===== src/rtl/wb_port_arbiter_pkg.sv =====
// Shared writeback definitions: register index width, pipeline requester index,
// the generic writeback request record and a helper for the x0 write suppression.
package wb_pkg;

   localparam int REG_IDX_W = 5;
   localparam int REQ_PIPE  = 0;
   localparam int WB_XLEN   = 32;

   typedef struct packed {
      logic                 valid;
      logic [REG_IDX_W-1:0] rd;
      logic [WB_XLEN-1:0]   data;
   } wb_req_t;

   // A write to x0 completes the handshake but never reaches the register file.
   function automatic logic rd_writes(input logic [REG_IDX_W-1:0] rd);
      return rd != {REG_IDX_W{1'b0}};
   endfunction

endpackage


===== src/rtl/wb_port_arbiter_rr_pick.sv =====
// Rotating first-valid finder over requesters 1..NUM_REQ-1.
// The search starts at rr_ptr and wraps from NUM_REQ-1 back to 1; index 0 is never
// considered. Purely combinational so arbiters can fold it into their grant logic.
module wb_rr_pick #(
   parameter int NUM_REQ = 3,
   parameter int PTR_W   = $clog2(NUM_REQ)
) (
   input  logic [NUM_REQ-1:0] valid,
   input  logic [PTR_W-1:0]   rr_ptr,
   output logic               found,
   output logic [PTR_W-1:0]   idx
);

   int               pos_s;
   logic [PTR_W-1:0] pos_idx_s;
   logic             hit_s;

   // Walk the rotated order and latch the first valid requester seen.
   always_comb begin
      found     = 1'b0;
      idx       = {PTR_W{1'b0}};
      pos_s     = 0;
      pos_idx_s = {PTR_W{1'b0}};
      hit_s     = 1'b0;
      for (int off = 0; off < NUM_REQ - 1; off++) begin
         pos_s = int'(rr_ptr) - 1 + off;
         pos_s = (pos_s >= NUM_REQ - 1) ? (pos_s - (NUM_REQ - 1)) : pos_s;
         pos_s = pos_s + 1;
         pos_idx_s = PTR_W'(pos_s);
         hit_s     = valid[pos_idx_s];
         idx       = (!found && hit_s) ? pos_idx_s : idx;
         found     = found | hit_s;
      end
   end

endmodule


===== src/rtl/wb_port_arbiter.sv =====
// Register-file write-port arbiter. Requester 0 is the MEM/WB pipeline stage and wins
// by default; requesters 1..NUM_REQ-1 are multi-cycle units served round-robin and
// forced through (stalling the pipeline) after STARVE_LIMIT consecutive denials.
// The register-file write is registered: one write per cycle, latency 1.
// Optional build macro WB_HAZARD_CHK_EN adds a sticky err_o flag for two valid
// requesters presenting the same nonzero destination register.
module wb_port_arbiter
   import wb_pkg::*;
#(
   parameter int NUM_REQ      = 3,
   parameter int XLEN         = 32,
   parameter int STARVE_LIMIT = 4
) (
   input  logic                         clk,
   input  logic                         rst_n,
   input  logic [NUM_REQ-1:0]           req_valid_i,
   input  logic [NUM_REQ*REG_IDX_W-1:0] req_rd_i,
   input  logic [NUM_REQ*XLEN-1:0]      req_data_i,
   output logic [NUM_REQ-1:0]           req_ready_o,
   output logic                         stall_o,
   output logic                         rf_we_o,
   output logic [REG_IDX_W-1:0]         rf_rd_o,
   output logic [XLEN-1:0]              rf_data_o
`ifdef WB_HAZARD_CHK_EN
   ,output logic                        err_o
`endif
);

   localparam int PTR_W = $clog2(NUM_REQ);
   localparam int CNT_W = $clog2(STARVE_LIMIT + 1);

   logic [PTR_W-1:0]     rr_ptr_r;
   logic [CNT_W-1:0]     starve_cnt_r;
   logic                 cand_found_s;
   logic [PTR_W-1:0]     cand_idx_s;
   logic                 starve_full_s;
   logic [NUM_REQ-1:0]   grant_s;
   logic [PTR_W-1:0]     gidx_s;
   logic                 xfer_s;
   logic                 stall_s;
   logic                 unit_grant_s;
   logic [REG_IDX_W-1:0] sel_rd_s;
   logic [XLEN-1:0]      sel_data_s;

   wb_rr_pick #(
      .NUM_REQ (NUM_REQ),
      .PTR_W   (PTR_W)
   ) u_rr_pick (
      .valid  (req_valid_i),
      .rr_ptr (rr_ptr_r),
      .found  (cand_found_s),
      .idx    (cand_idx_s)
   );

   assign starve_full_s = (starve_cnt_r == CNT_W'(STARVE_LIMIT));
   assign unit_grant_s  = xfer_s && !grant_s[REQ_PIPE];
   assign req_ready_o   = grant_s;
   assign stall_o       = stall_s;

   // Grant decision: starved unit first, then the pipeline, then any waiting unit.
   always_comb begin
      grant_s = {NUM_REQ{1'b0}};
      gidx_s  = {PTR_W{1'b0}};
      xfer_s  = 1'b0;
      stall_s = 1'b0;
      if (starve_full_s && cand_found_s) begin
         grant_s[cand_idx_s] = 1'b1;
         gidx_s              = cand_idx_s;
         xfer_s              = 1'b1;
         stall_s             = req_valid_i[REQ_PIPE];
      end else if (req_valid_i[REQ_PIPE]) begin
         grant_s[REQ_PIPE] = 1'b1;
         gidx_s            = PTR_W'(REQ_PIPE);
         xfer_s            = 1'b1;
      end else if (cand_found_s) begin
         grant_s[cand_idx_s] = 1'b1;
         gidx_s              = cand_idx_s;
         xfer_s              = 1'b1;
      end else begin
         xfer_s = 1'b0;
      end
   end

   // Route the granted requester's destination and data towards the write register.
   always_comb begin
      sel_rd_s   = {REG_IDX_W{1'b0}};
      sel_data_s = {XLEN{1'b0}};
      for (int k = 0; k < NUM_REQ; k++) begin
         sel_rd_s   = (gidx_s == PTR_W'(k)) ? req_rd_i[k*REG_IDX_W +: REG_IDX_W] : sel_rd_s;
         sel_data_s = (gidx_s == PTR_W'(k)) ? req_data_i[k*XLEN +: XLEN] : sel_data_s;
      end
   end

   // Starvation counter and round-robin pointer for the multi-cycle units.
   always_ff @(posedge clk or negedge rst_n) begin
      if (!rst_n) begin
         starve_cnt_r <= {CNT_W{1'b0}};
         rr_ptr_r     <= PTR_W'(1);
      end else begin
         if (cand_found_s && grant_s[REQ_PIPE]) begin
            starve_cnt_r <= starve_full_s ? starve_cnt_r : (starve_cnt_r + CNT_W'(1));
         end else if (!cand_found_s || unit_grant_s) begin
            starve_cnt_r <= {CNT_W{1'b0}};
         end else begin
            starve_cnt_r <= starve_cnt_r;
         end
         if (unit_grant_s) begin
            rr_ptr_r <= (gidx_s == PTR_W'(NUM_REQ - 1)) ? PTR_W'(1) : (gidx_s + PTR_W'(1));
         end else begin
            rr_ptr_r <= rr_ptr_r;
         end
      end
   end

   // Registered register-file write; address and data hold when nothing transfers.
   always_ff @(posedge clk or negedge rst_n) begin
      if (!rst_n) begin
         rf_we_o   <= 1'b0;
         rf_rd_o   <= {REG_IDX_W{1'b0}};
         rf_data_o <= {XLEN{1'b0}};
      end else if (xfer_s) begin
         rf_we_o   <= rd_writes(sel_rd_s);
         rf_rd_o   <= sel_rd_s;
         rf_data_o <= sel_data_s;
      end else begin
         rf_we_o   <= 1'b0;
         rf_rd_o   <= rf_rd_o;
         rf_data_o <= rf_data_o;
      end
   end

`ifdef WB_HAZARD_CHK_EN
   logic hazard_s;

   // Detect two valid requesters targeting the same nonzero register.
   always_comb begin
      hazard_s = 1'b0;
      for (int i = 0; i < NUM_REQ; i++) begin
         for (int j = i + 1; j < NUM_REQ; j++) begin
            hazard_s = hazard_s | (req_valid_i[i] && req_valid_i[j] &&
                       (req_rd_i[i*REG_IDX_W +: REG_IDX_W] == req_rd_i[j*REG_IDX_W +: REG_IDX_W]) &&
                       rd_writes(req_rd_i[i*REG_IDX_W +: REG_IDX_W]));
         end
      end
   end

   // Sticky hazard flag, cleared only by reset.
   always_ff @(posedge clk or negedge rst_n) begin
      if (!rst_n) begin
         err_o <= 1'b0;
      end else begin
         err_o <= err_o | hazard_s;
      end
   end
`endif

endmodule


===== config.mk =====
export PLATFORM = sky130hd
export DESIGN_NAME = wb_port_arbiter
export DESIGN_NICKNAME = d
export VERILOG_FILES = /design/src/rtl/wb_port_arbiter_pkg.sv /design/src/rtl/wb_port_arbiter_rr_pick.sv /design/src/rtl/wb_port_arbiter.sv
export SDC_FILE = /design/constraint.sdc
export NUM_CORES = 1
export LEC_CHECK = 0
export ABC_AREA = 1
export ABC_CLOCK_PERIOD_IN_PS = 2270
export BUFFER_PORTS_ARGS = -buffer_cell sky130_fd_sc_hd__buf_2
export CAP_MARGIN = 20
export CORE_AREA = 3 3 102 75
export CTS_CLUSTER_SIZE = 14
export DETAILED_ROUTE_END_ITERATION = 7
export DIE_AREA = 0 0 105 78
export GPL_TIMING_DRIVEN = 0
export PLACE_DENSITY = 0.81
export SKIP_LAST_GASP = 1
export SYNTH_ARGS = -nofsm -noshare
export SYNTH_HDL_FRONTEND = slang
export SYNTH_SLANG_ARGS = --single-unit
export TNS_END_PERCENT = 30

===== constraint.sdc =====
create_clock -name clk -period 2.27 [get_ports clk]
set_input_delay 0.1135 -clock clk [delete_from_list [all_inputs] [get_ports clk]]
set_output_delay 0.1135 -clock clk [all_outputs]
set_load 0.01 [all_outputs]

# == Word-level counts from Yosys, hierarchy flattened ==
# Cells that the tools add are included.
# totals
latchBits,0
n_memories,0
in_bits,116
wordCells,69
ramBits,0
reg_bits,43
romBits,0
out_inout_bits,42
# classes
n_lt_le_gt_ge,6
n_reduce_logical,13
add_sub_neg,8
n_mul,0
n_eq_ne,4
shifts,0
bitwise,1
div,0
n_mux,32
# ops
cell,count
two-way mux 32 bit,3
greater-or-equal comparator 32 x 3 -> 1 bit (second input constant),1
two-way mux 2 bit,9
two-way mux 3 bit,5
two-way mux 5 bit,3
< comparator 2 x 3 -> 1 bit (second input constant),3
two-way mux 1 bit,9
logical AND 1 bit,5
nonzero test 5 bit,1
adder 2 bit (second input constant),2
adder 3 x 2 -> 4 bit (second input constant),1
binary-select mux 1 bit (select 2 bit),2
subtractor 2 bit (second input constant),2
adder 3 x 1 -> 3 bit (second input constant),1
== test 3 bit (second input constant),1
greater-or-equal comparator 3 bit (second input constant),1
logical NOT 1 bit,3
subtractor 2 x 1 -> 3 bit (second input constant),1
adder 2 x 1 -> 2 bit (second input constant),1
demux 1 bit (select 2 bit),1
== test 2 x 1 -> 1 bit (second input constant),1
== test 2 bit (second input constant),1
greater-or-equal comparator 2 x 1 -> 1 bit (second input constant),1
logical NOT 2 bit,1
5 further kinds,5

# == Depth between registers and ports, before layout ==
# Gate-level depths: netlist of the first run.
# depth
word_depth,21
depth_mapped,20
depth_no_buf,18

# == Modules after synthesis ==
# From an unflattened synthesis of the first run, not the netlist that was laid out.
# unflattened
cells_unflattened,336
area_unflattened_um2,2796.4
# by_module_without_submodules
module,seq_area_each_um2,area_each_um2,cells_each,n_inst
wb_port_arbiter,1077.3,2585.0,299,1
wb_rr_pick,0.0,211.5,37,1

# == Worst setup path after synthesis of the first run ==
# Ideal clock, no wire load.
# synth_path
path_kind,reg-to-reg
startpoint,reg rr_ptr_r[0]
endpoint,reg rf_data_o[0]
period_less_slack_ns,2.355
setup_slack_ns,-0.085
t_arrival_ns,2.237
t_required_ns,2.153
stages_incl_launch_ff,20
setup_ns,0.117
n_path_buf,3
cell_sequence,dfstp_2 -> buf_6 -> inv_4 -> ha_1 -> inv_1 -> nand2_1 -> nand3_2 -> nand2_2 -> nand2_2 -> nand3_4 -> nand2_2 -> nand2_4 -> nand2_4 -> inv_2 -> buf_6 -> buf_6 -> nand2_1 -> nand4_1 -> o21ai_1 -> inv_1
# synth_via
elab_chain_len,16
elab_cells_between_ends,32
cone_classes,add/sub (6); order compare (2); eq/ne (2); mux (17); bitwise (1); reduce/logical (4)
# synth_rtl
item,line_no,rtl
"start, declared",wb_port_arbiter.sv:32,logic [PTR_W-1:0] rr_ptr_r;
"start signal, assigned",wb_port_arbiter.sv:108,rr_ptr_r <= (gidx_s == PTR_W'(NUM_REQ - 1)) ? PTR_W'(1) : (gidx_s + PTR_W'(1));
"start signal, assigned",wb_port_arbiter.sv:110,rr_ptr_r <= rr_ptr_r;
subtractor 2 x 1 -> 3 bit *,wb_port_arbiter_rr_pick.sv:26,pos_s = int'(rr_ptr) - 1 + off;
"adder 3 x 2 -> 4 bit, or another cell as far along",wb_port_arbiter_rr_pick.sv:26,
"greater-or-equal comparator 32 x 3 -> 1 bit, or another cell as far along",wb_port_arbiter_rr_pick.sv:27,pos_s = (pos_s >= NUM_REQ - 1) ? (pos_s - (NUM_REQ - 1)) : pos_s;
two-way mux 2 bit or adder 2 bit (tied branches),"wb_port_arbiter_rr_pick.sv:27, wb_port_arbiter_rr_pick.sv:28",
adder 2 bit or binary-select mux 1 bit (select 2 bit) (tied branches),"wb_port_arbiter_rr_pick.sv:28, wb_port_arbiter_rr_pick.sv:30",
binary-select mux 1 bit (select 2 bit) or two-way mux 1 bit (tied branches),wb_port_arbiter_rr_pick.sv:30,hit_s = valid[pos_idx_s];
two-way mux 1 bit (not written as such) or logical NOT 1 bit (tied branches),"wb_port_arbiter_rr_pick.sv:30, wb_port_arbiter_rr_pick.sv:31",
logical AND 1 bit,wb_port_arbiter_rr_pick.sv:31,idx = (!found && hit_s) ? pos_idx_s : idx;
two-way mux 2 bit,wb_port_arbiter_rr_pick.sv:31,
two-way mux 2 bit,wb_port_arbiter.sv:75,end else if (cand_found_s) begin
two-way mux 2 bit,wb_port_arbiter.sv:71,end else if (req_valid_i[REQ_PIPE]) begin
two-way mux 2 bit,wb_port_arbiter.sv:66,if (starve_full_s && cand_found_s) begin
logical NOT 2 bit,wb_port_arbiter.sv:90,sel_data_s = (gidx_s == PTR_W'(k)) ? req_data_i[k*XLEN +: XLEN] : sel_data_s;
two-way mux 32 bit (3 in series),wb_port_arbiter.sv:90,
"end signal, assigned",wb_port_arbiter.sv:120,rf_data_o <= {XLEN{1'b0}};
"end signal, assigned",wb_port_arbiter.sv:124,rf_data_o <= sel_data_s;
"end signal, assigned",wb_port_arbiter.sv:128,rf_data_o <= rf_data_o;
"end, declared",wb_port_arbiter.sv:23,output logic [XLEN-1:0] rf_data_o
# Mark *: on every way between the ends. The rest lies on a longest branch, timed or not. The select of a mux whose other input is x is not followed.
# A chain may end at the register's enable or synchronous reset.

# == Worst setup path after layout of the first run ==
# layout_path
startpoint,reg rr_ptr_r[0]
endpoint,reg rf_data_o[3]
# The elaborated chain is that of the path after synthesis.

==> impl_metrics.ini, run 1 <==
[synth]
yosysUniqueCellTypes = 30
synth.net_count = 481
netlist_area_um2 = 2676
post_synth.cell_area_avg_um2 = 7.414
flip_flop_and_latch_count_after_synthesis = 43
seq_area_frac_synth_pct = 40.25
syn-instance-count = 361
ys.warnings.count = 0

[sta]
slew-limit-headroom_pct = 37.58
finalWorstSetupSlack_ns = -0.1789
clock_skew_ns = 0.009017
fin_crit_ns = 2.449
final_min_period_over_clock_period_pct = 107.9
grt_setup_unrepaired = true
fin_tns_setup_ns = -4.481
finalHoldViolCount = 0
setup_viol_count_final = 41
timing_worst_slew_pin_value_ns = 0.9363
finalMaxSlewViolations = 0
fmax_ghz = 0.4083

[outcome]
failed_checks = negative setup slack
status = finished, violations left

[cells_and_area]
n_antenna_cell = 0
nets = 662
layout-drive-gt1-share_pct = 44.57
n_fill_cell = 633
area_growth_pct = 52.27

[routing]
post_drt_via_cell_ratio = 4.867
wl_per_cell_um = 13.82
number_of_detailed_route_iterations_in_the_first_pass = 4
drtIter0Drc = 119
drcViolationCount = 0
detail-route-antenna-nets = 0
detail_route.wirelength_um = 8801
vias = 3100

[global_routing]
number_of_antenna_violations_at_the_first_check_in_global_routing = 0
grt_overflow = 0
grt_first_pass_wirelength_um = 13990
grt_pass1_vias = 2972
grt_max_degree = 44
grt.total_usage_pct = 20.70

[floorplanning]
core.rowCount = 25
fp.dieArea_um2 = 8190
initial_core_util_pct = 39.98
num_io_pins = 158
design.core.area_um2 = 6694
fp.dieW_um = 105
die_y_um = 78

[critical_path]
worst-endpoint-required_ns = 2.45
worst_ep_arrival_time_ns = 2.63
worstSetupPathType = reg -> reg
endpoint_kind = register
critPathLaunchType = register
cp_max_fo = 5

[clocking]
cts_tree = built
numCtsBuffers = 5
clk_buf_depth = 2
clkTransAtPathRegs_ns = 0.08
clock_insertion_delay_worst_skew_ns = 0.29
htree_levels = 2
cts.root.buffer_cell = sky130_fd_sc_hd__clkbuf_8
cts_num_sinks = 43

[pwr]
power_density_nw_per_um2 = 1446
power.ir.vdd_worst_mv = 0.6188
power.static_leakage_nw = 2.165

[job]
maxCapViolCount = 0

[place]
routabilityCongestion = 0.8189
detailedPlacementHpwl_um = 6572
pre_cts_slack_ns = -0.3563
numPortBuffers = 156

[min_path]
holdCritPathClass = in -> reg
==> cells in the final DEF (no fill, tap or decap), types with 4 or more instances in the layout <==
cell and instances:
sky130_fd_sc_hd__inv_1 34, sky130_fd_sc_hd__o31ai_1 4, sky130_fd_sc_hd__buf_2 159, sky130_fd_sc_hd__nand4_1 27, sky130_fd_sc_hd__nand2_2 16, sky130_fd_sc_hd__clkbuf_8 5
sky130_fd_sc_hd__dfrtp_1 42, sky130_fd_sc_hd__nor2_1 17, sky130_fd_sc_hd__nand3_1 10, sky130_fd_sc_hd__nand2_1 110, sky130_fd_sc_hd__buf_4 14, sky130_fd_sc_hd__o21ai_0 18
sky130_fd_sc_hd__buf_6 8, sky130_fd_sc_hd__o21ai_1 22, sky130_fd_sc_hd__a21oi_1 8, sky130_fd_sc_hd__buf_8 6
==> cells by family after synthesis <==
logic type / after synthesis / share of synthesized area (%)
AO/OA/AOI/OAI: 57 / 12.25
XOR/XNOR: 1 / 0.3273
adder cells (fa/ha/maj): 4 / 1.870
buffers and inverters: 62 / 11.55
flip-flops: 43 / 40.25
AND/OR/NAND/NOR: 194 / 33.75
==> per-stage QoR <==
step | power, mW | std cells | hold WS (ns) | cell area, um^2 | utilization, %
finish | 5.891 | 637 | 0.1155 | 4075 | 60.88
global route | 6.407 | 637 | 0.1296 | 4075 | 60.88
CTS | 5.822 | 634 | 0.1022 | 4001 | 59.78
detailed placement | 4.645 | 611 | 0.3120 | 3592 | 53.66
global placement | 4.510 | 611 | 0.3039 | 3592 | 53.66
floorplan | 3.574 | 361 | -0.1821 | 2694 | -
==> worst max-delay path, stage by stage (launching register included) <==
cell and delay [ns]:
sky130_fd_sc_hd__dfstp_2 0.54, sky130_fd_sc_hd__buf_6 0.11, sky130_fd_sc_hd__inv_8 0.03, sky130_fd_sc_hd__ha_4 0.28, sky130_fd_sc_hd__inv_4 0.04, sky130_fd_sc_hd__nand2_2 0.05, sky130_fd_sc_hd__nand3_2 0.08, sky130_fd_sc_hd__nand4_1 0.16
sky130_fd_sc_hd__nand3_4 0.14, sky130_fd_sc_hd__nand2_4 0.10, sky130_fd_sc_hd__nand2_4 0.07, sky130_fd_sc_hd__nand2_8 0.10, sky130_fd_sc_hd__inv_8 0.05, sky130_fd_sc_hd__buf_8 0.14, sky130_fd_sc_hd__clkbuf_16 0.15, sky130_fd_sc_hd__nand2_1 0.05
sky130_fd_sc_hd__nand4_1 0.09, sky130_fd_sc_hd__o21ai_1 0.10, sky130_fd_sc_hd__inv_1 0.05
==> flip-flops by register name (all words and copies together) (netlist names) <==
signal	count
rf_we_o	1
rr_ptr_r	2
rf_rd_o	5
starve_cnt_r	3
rf_data_o	32
==> final cells by class <==
class / count / area [um^2] / share of cell area, %
plain buffers: 19 / 186.4 / 4.575
well taps: 94 / 117.6 / 2.886
clock inverters: 2 / 60.06 / 1.474
multi-input cells: 256 / 1366 / 33.53
inverters: 43 / 193.9 / 4.759
clock buffers: 6 / 72.57 / 1.781
repair buffers: 174 / 1001 / 24.56
flip-flops and latches: 43 / 1077 / 26.44
==> layer usage <==
metal / share of wire (%) / GRT usage, % / routed length (um) / vias to the layer above
met2: 49 / 36.49 / 4353 / 118
met4: 0.77 / 3.145 / 68 / 0
li1: - / - / - / 1532
met1: 43 / 26.86 / 3802 / 1441
met5: 0 / 0 / 0 / -
met3: 6.6 / 4.156 / 578 / 9
==> what timing repair did <==
item,in CTS,in global routing
hold buffers,1,0
setup endpoints to repair,46,46
gates resized for setup,35,11
endpoints found under the hold margin,42,0
gates cloned,1,1
setup buffers,13,2
pin swaps,12,14
==> cell usage after synthesis <==
| master | number | share of area, % |
|---|---|---|
| sky130_fd_sc_hd__nand2_1 | 119 | 17 |
| sky130_fd_sc_hd__o21ai_1 | 22 | 4.1 |
| sky130_fd_sc_hd__dfstp_2 | 1 | 0.98 |
| sky130_fd_sc_hd__nand3_2 | 2 | 0.75 |
| sky130_fd_sc_hd__or2_1 | 1 | 0.23 |
| sky130_fd_sc_hd__buf_6 | 7 | 2.9 |
| sky130_fd_sc_hd__inv_4 | 2 | 0.47 |
| sky130_fd_sc_hd__o2111ai_1 | 1 | 0.33 |
| sky130_fd_sc_hd__o21ai_0 | 18 | 3.4 |
| sky130_fd_sc_hd__inv_2 | 5 | 0.70 |
| sky130_fd_sc_hd__nand2_4 | 4 | 1.7 |
| sky130_fd_sc_hd__inv_1 | 36 | 5.0 |
| sky130_fd_sc_hd__buf_1 | 2 | 0.28 |
| sky130_fd_sc_hd__xnor2_1 | 1 | 0.33 |
| sky130_fd_sc_hd__nor2_4 | 1 | 0.42 |
| sky130_fd_sc_hd__nand2_2 | 8 | 1.9 |
| sky130_fd_sc_hd__dfrtp_1 | 42 | 39 |
| sky130_fd_sc_hd__a21oi_1 | 8 | 1.5 |
| sky130_fd_sc_hd__nand3_1 | 11 | 2.1 |
| sky130_fd_sc_hd__nand3_4 | 1 | 0.65 |
| sky130_fd_sc_hd__nand4_1 | 27 | 6.3 |
| sky130_fd_sc_hd__o31ai_2 | 2 | 0.93 |
| sky130_fd_sc_hd__or2_2 | 3 | 0.70 |
| sky130_fd_sc_hd__a21oi_4 | 1 | 0.61 |
| sky130_fd_sc_hd__buf_4 | 3 | 0.84 |
| sky130_fd_sc_hd__clkbuf_1 | 1 | 0.14 |
| sky130_fd_sc_hd__buf_2 | 6 | 1.1 |
| sky130_fd_sc_hd__ha_1 | 4 | 1.9 |
| sky130_fd_sc_hd__nor2_1 | 17 | 2.4 |
| sky130_fd_sc_hd__o31ai_1 | 5 | 1.4 |
==> power breakdown <==
part	total, mW	switching, mW	internal, mW
clock network	0.694	0.255	0.440
registers	1.38	0.202	1.18
logic	3.81	2.21	1.61
==> path summary, 6_finish.rpt <==
kind | startpoint | to | slack, ns | cells after the start
max | rr_ptr_r[0] | rf_data_o[3] | -0.18 | 18
max in group asynchronous | rst_n | rf_data_o[7] | 1.18 | 2
min | req_data_i[82] | rf_data_o[18] | 0.12 | 3
min reg2reg | rf_data_o[18] | rf_data_o[18] | 0.48 | 2
max reg2reg | rr_ptr_r[0] | rf_data_o[3] | -0.18 | 18
min in group asynchronous | rst_n | rf_data_o[0] | 0.51 | 2
No activity file was read; power rests on OpenSTA's default activity.
==> inputs of run 2 (changes only) <==
==> constraint.sdc (replaced) <==
create_clock -name clk -period 2.27 [get_ports clk]
set_input_delay 0.3405 -clock clk [delete_from_list [all_inputs] [get_ports clk]]
set_output_delay 0.3405 -clock clk [all_outputs]
set_load 0.01 [all_outputs]
==> impl_metrics.ini, run 2 (same netlist as run 1, synthesis figures left out) <==
[critical_path]
cp_max_fo = 5
path_cells = buf_6, inv_8, ha_4, inv_4, nand2_2, nand3_2, nand4_1, nand3_4, nand2_4, nand2_4, nand2_4, inv_4, buf_6, buf_6
endpoint_kind = output port
worst-endpoint-required_ns = 1.93
buffers_inverters_on_critical_path = 6
critPathLaunchType = register
critPathTopFamily = simple AND/OR/NAND/NOR gates
critical-path-max-stage-delay_ns = 0.54
worstSetupPathType = reg -> out
worst_ep_arrival_time_ns = 2.20
slowest_stage = sky130_fd_sc_hd__dfstp_2

[cells_and_area]
final_cell_count_no_fill = 635
n_fill_cell = 641
nets = 660
n_antenna_cell = 0
final_standard_cell_area_without_fillers_um2 = 4000
most_used_cells_in_the_layout_excluding_fill_and_tap_cells = sky130_fd_sc_hd__buf_2, sky130_fd_sc_hd__nand2_1, sky130_fd_sc_hd__dfrtp_1
layout.cells.most_common = sky130_fd_sc_hd__buf_2
postLayoutCoreUtil_pct = 59.76
area_growth_pct = 49.46
biggest_registers_after_layout = rf_data_o x32, rf_rd_o x5, starve_cnt_r x3
largest_reg_flops = 32
layout-drive-gt1-share_pct = 44.36
largest-register = rf_data_o

[outcome]
status = finished, violations left
failed_checks = negative setup slack

[sta]
setup_viol_count_final = 45
clock_skew_ns = 0.01278
fin_tns_setup_ns = -6.747
grt_setup_unrepaired = true
timing_worst_slew_pin_value_ns = 0.9396
final_min_period_over_clock_period_pct = 111.8
worst_hold_margin_ns = 0.1918
fmax_ghz = 0.3942
slew-limit-headroom_pct = 37.36
finalWorstSetupSlack_ns = -0.2671
fin_crit_ns = 2.537
finalMaxSlewViolations = 0
finalHoldViolCount = 0

[global_routing]
groute.layer.met3.usage_pct = 4.156
groute.layer.met1.usage_pct = 26.65
grt_first_pass_wirelength_um = 13880
grt_overflow = 0
number_of_antenna_violations_at_the_first_check_in_global_routing = 0
grt_pass1_vias = 2964
top_usage_layer = met2
globalRouteMet2Util_pct = 36.04
grt.total_usage_pct = 20.54
grt_max_degree = 44

[place]
pre_cts_slack_ns = -0.3925
numPortBuffers = 156
routabilityCongestion = 0.8189
detailedPlacementHpwl_um = 6572
dp_cells = 611
placed_area_um2 = 3592

[floorplanning]
die_y_um = 78
core.rowCount = 25
design.core.area_um2 = 6694
initial_core_util_pct = 39.98
num_io_pins = 158
fp.dieArea_um2 = 8190
fp.dieW_um = 105

[routing]
number_of_detailed_route_iterations_in_the_first_pass = 4
post_drt_via_cell_ratio = 4.858
drcViolationCount = 0
drtIter0Drc = 132
detail_route.wirelength_um = 8748
wl_per_cell_um = 13.78
detail-route-antenna-nets = 0
vias = 3085

[pwr]
total_power_mw = 5.893
power_density_nw_per_um2 = 1473
power.ir.vdd_worst_mv = 0.6049
power.static_leakage_nw = 2.161

[clocking]
cts_hold_buffers = 0
cts.root.buffer_cell = sky130_fd_sc_hd__clkbuf_8
clkTransAtPathRegs_ns = 0.08
clk_buf_depth = 2
cts_tree = built
htree_levels = 2
numCtsBuffers = 5
clock_insertion_delay_worst_skew_ns = 0.29
cts_num_sinks = 43

[min_path]
holdCritPathClass = in -> async

[job]
maxCapViolCount = 0
## run 2: changes by cell type in the layout (fill, tap and decap cells not counted), moves of 2 or more
cell                      change
sky130_fd_sc_hd__nand2_1      +5
sky130_fd_sc_hd__o21ai_2      +5
sky130_fd_sc_hd__nand2_4      +3
sky130_fd_sc_hd__buf_6        +3
sky130_fd_sc_hd__buf_4        +3
sky130_fd_sc_hd__o21ai_0      -5
sky130_fd_sc_hd__buf_2        -3
sky130_fd_sc_hd__nand2_8      -2
sky130_fd_sc_hd__nand2_2      -6
## run 2: worst paths after layout
path	slack (ns)	start	endpoint	depth (start not counted)
max	-0.27	rr_ptr_r[0]	req_ready_o[1]	14
min	0.19	rst_n	rf_data_o[0]	1
max reg2reg	-0.23	rr_ptr_r[0]	rf_we_o	17
min reg2reg	0.48	rf_data_o[18]	rf_data_o[18]	2
max in group asynchronous	1.49	rst_n	rf_data_o[19]	1
min in group clk	0.34	req_data_i[82]	rf_data_o[18]	3
## run 2: final cells by class
cell class	instances	area [um^2]	share of cell area, %
multi-input combinational	256	1355	33.88
sequential	43	1077	26.93
timing repair buffer	173	947.2	23.68
inverter	43	186.4	4.661
buffer	18	183.9	4.598
tap	94	117.6	2.940
clock buffer	6	72.57	1.814
clock inverter	2	60.06	1.501
## run 2: repair_timing
action	in CTS	in global routing
setup endpoints to repair	47	47
resized for setup	25	27
buffers inserted	15	1
pin swaps	9	10
gates cloned	1	0
## run 2: routing by layer
layer,routed length [um],vias to the layer above
met5,0,-
met4,55,0
met3,586,7
met2,4346,101
met1,3759,1452
li1,-,1525
## run 2: where the power goes
group	switching [mW]	leakage (nW)	total [mW]	internal, mW
sequential	0.215	0.501	1.40	1.18
combinational	2.21	1.59	3.80	1.59
clock	0.259	0.0654	0.699	0.440
total	2.68	2.16	5.89	3.21
==> inputs of run 3 (changes only) <==
--- a/config.mk
+++ b/config.mk
@@ -15,6 +15,8 @@
 export DIE_AREA = 0 0 105 78
 export GPL_TIMING_DRIVEN = 0
 export PLACE_DENSITY = 0.81
+export RECOVER_POWER = 25
+export SETUP_SLACK_MARGIN = 0.3
 export SKIP_LAST_GASP = 1
 export SYNTH_ARGS = -nofsm -noshare
 export SYNTH_HDL_FRONTEND = slang
==> impl_metrics.ini, run 3 (same netlist as run 1, synthesis figures left out) <==
[routing]
drtIter0Drc = 135
detail_route.wirelength_um = 8993
drcViolationCount = 0
number_of_detailed_route_iterations_in_the_first_pass = 6
detail-route-antenna-nets = 0
wl_per_cell_um = 13.99
post_drt_via_cell_ratio = 4.890
vias = 3144

[clocking]
cts_hold_buffers = 0
numCtsBuffers = 5
cts_num_sinks = 43
htree_levels = 2
clkTransAtPathRegs_ns = 0.07
clock_insertion_delay_worst_skew_ns = 0.29
clk_buf_depth = 2
cts_tree = built
cts.root.buffer_cell = sky130_fd_sc_hd__clkbuf_8

[critical_path]
path_cells = buf_6, inv_8, ha_4, inv_4, nand2_2, nand3_2, nand2_2, nand4_1, nand2_1, nand2_4, inv_8, buf_8, buf_6
critical-path-max-stage-delay_ns = 0.54
cp_max_fo = 3
buffers_inverters_on_critical_path = 6
r2r_setup_slack_ns = -0.21
endpoint_kind = output port
worst_ep_arrival_time_ns = 2.18
worst-endpoint-required_ns = 1.93
worstSetupPathType = reg -> out
critPathTopFamily = simple AND/OR/NAND/NOR gates
critPathLaunchType = register
slowest_stage = sky130_fd_sc_hd__dfstp_2

[sta]
timing_worst_slew_pin_value_ns = 1.043
fin_crit_ns = 2.525
finalMaxSlewViolations = 0
finalWorstSetupSlack_ns = -0.2550
fmax_ghz = 0.3960
finalHoldViolCount = 0
grt_setup_unrepaired = true
fin_tns_setup_ns = -6.741
clock_skew_ns = 0.006357
slew-limit-headroom_pct = 30.49
worst_hold_margin_ns = 0.2161
setup_viol_count_final = 44
final_min_period_over_clock_period_pct = 111.2

[place]
numPortBuffers = 156
placed_area_um2 = 3601
detailedPlacementHpwl_um = 6688
routabilityCongestion = 0.8711

[cells_and_area]
n_antenna_cell = 0
layout-drive-gt1-share_pct = 45.36
layout.cells.most_common = sky130_fd_sc_hd__buf_2
most_used_cells_in_the_layout_excluding_fill_and_tap_cells = sky130_fd_sc_hd__buf_2, sky130_fd_sc_hd__nand2_1, sky130_fd_sc_hd__dfrtp_1
largest-register = rf_data_o
biggest_registers_after_layout = rf_data_o x32, rf_rd_o x5, starve_cnt_r x3
largest_reg_flops = 32
area_growth_pct = 50.91
nets = 668
final_standard_cell_area_without_fillers_um2 = 4039

[global_routing]
grt_max_degree = 44
grt_overflow = 0
grt_pass1_vias = 3036
grt_first_pass_wirelength_um = 14150
grt.total_usage_pct = 21.37
number_of_antenna_violations_at_the_first_check_in_global_routing = 0

[floorplanning]
die_y_um = 78
fp.dieW_um = 105
num_io_pins = 158
fp.dieArea_um2 = 8190
design.core.area_um2 = 6694
core.rowCount = 25
initial_core_util_pct = 39.98

[job]
maxCapViolCount = 0

[outcome]
failed_checks = negative setup slack
status = finished, violations left

[pwr]
power.static_leakage_nw = 2.193
power_density_nw_per_um2 = 1453
power.ir.vdd_worst_mv = 0.5924

[min_path]
holdCritPathClass = in -> async
-- run 3: timing repair --
item	CTS	global route
gates resized for setup	23	24
cloned	1	2
endpoints found under the setup margin	47	47
endpoints found under the hold margin	0	0
buffers inserted	18	3
pin swaps	11	8
-- run 3: worst paths after layout --
check	end	from	cells past startpoint
worst max register to register	rf_we_o	rr_ptr_r[0]	16
max in group asynchronous	starve_cnt_r[2]	rst_n	1
min in group clk	rf_data_o[16]	req_data_i[80]	3
worst min-delay path	rf_data_o[16]	rst_n	1
worst min register to register	rf_data_o[30]	rf_data_o[30]	2
worst max-delay path	req_ready_o[2]	rr_ptr_r[0]	13
-- run 3: area by class of cell --
type / instances / area (um^2)
clock buffers: 7 / 76.32
fillers: 629 / 2655
inverters: 43 / 188.9
well taps: 94 / 117.6
plain buffers: 19 / 198.9
multi-input cells: 256 / 1351
flip-flops and latches: 43 / 1077
clock inverters: 1 / 5.005
repair buffers: 180 / 1023
-- run 3: per-stage QoR --
stage / cells / setup WS (ns) / utilization, % / power, mW
finish: 643 / -0.2550 / 60.34 / 5.867
global route: 643 / -0.3645 / 60.34 / 6.369
CTS: 638 / -0.2405 / 58.19 / 5.560
detailed placement: 611 / -0.3482 / 53.79 / 4.671
global placement: 611 / -0.3174 / 53.79 / 4.524
floorplan: 361 / 0.008569 / - / 3.594
-- run 3: power breakdown --
part / leakage, nW / switching (mW) / internal, mW
combinational: 1.65 / 2.25 / 1.75
clock: 0.0422 / 0.254 / 0.216
sequential: 0.501 / 0.214 / 1.18
total: 2.19 / 2.72 / 3.15
-- run 3: metal layers --
layer | share of wire (%) | GRT usage (%)
met5 | 0 | 0
met4 | 1.4 | 5.636
met3 | 7.0 | 5.237
met2 | 48 | 36.88
met1 | 44 | 26.82
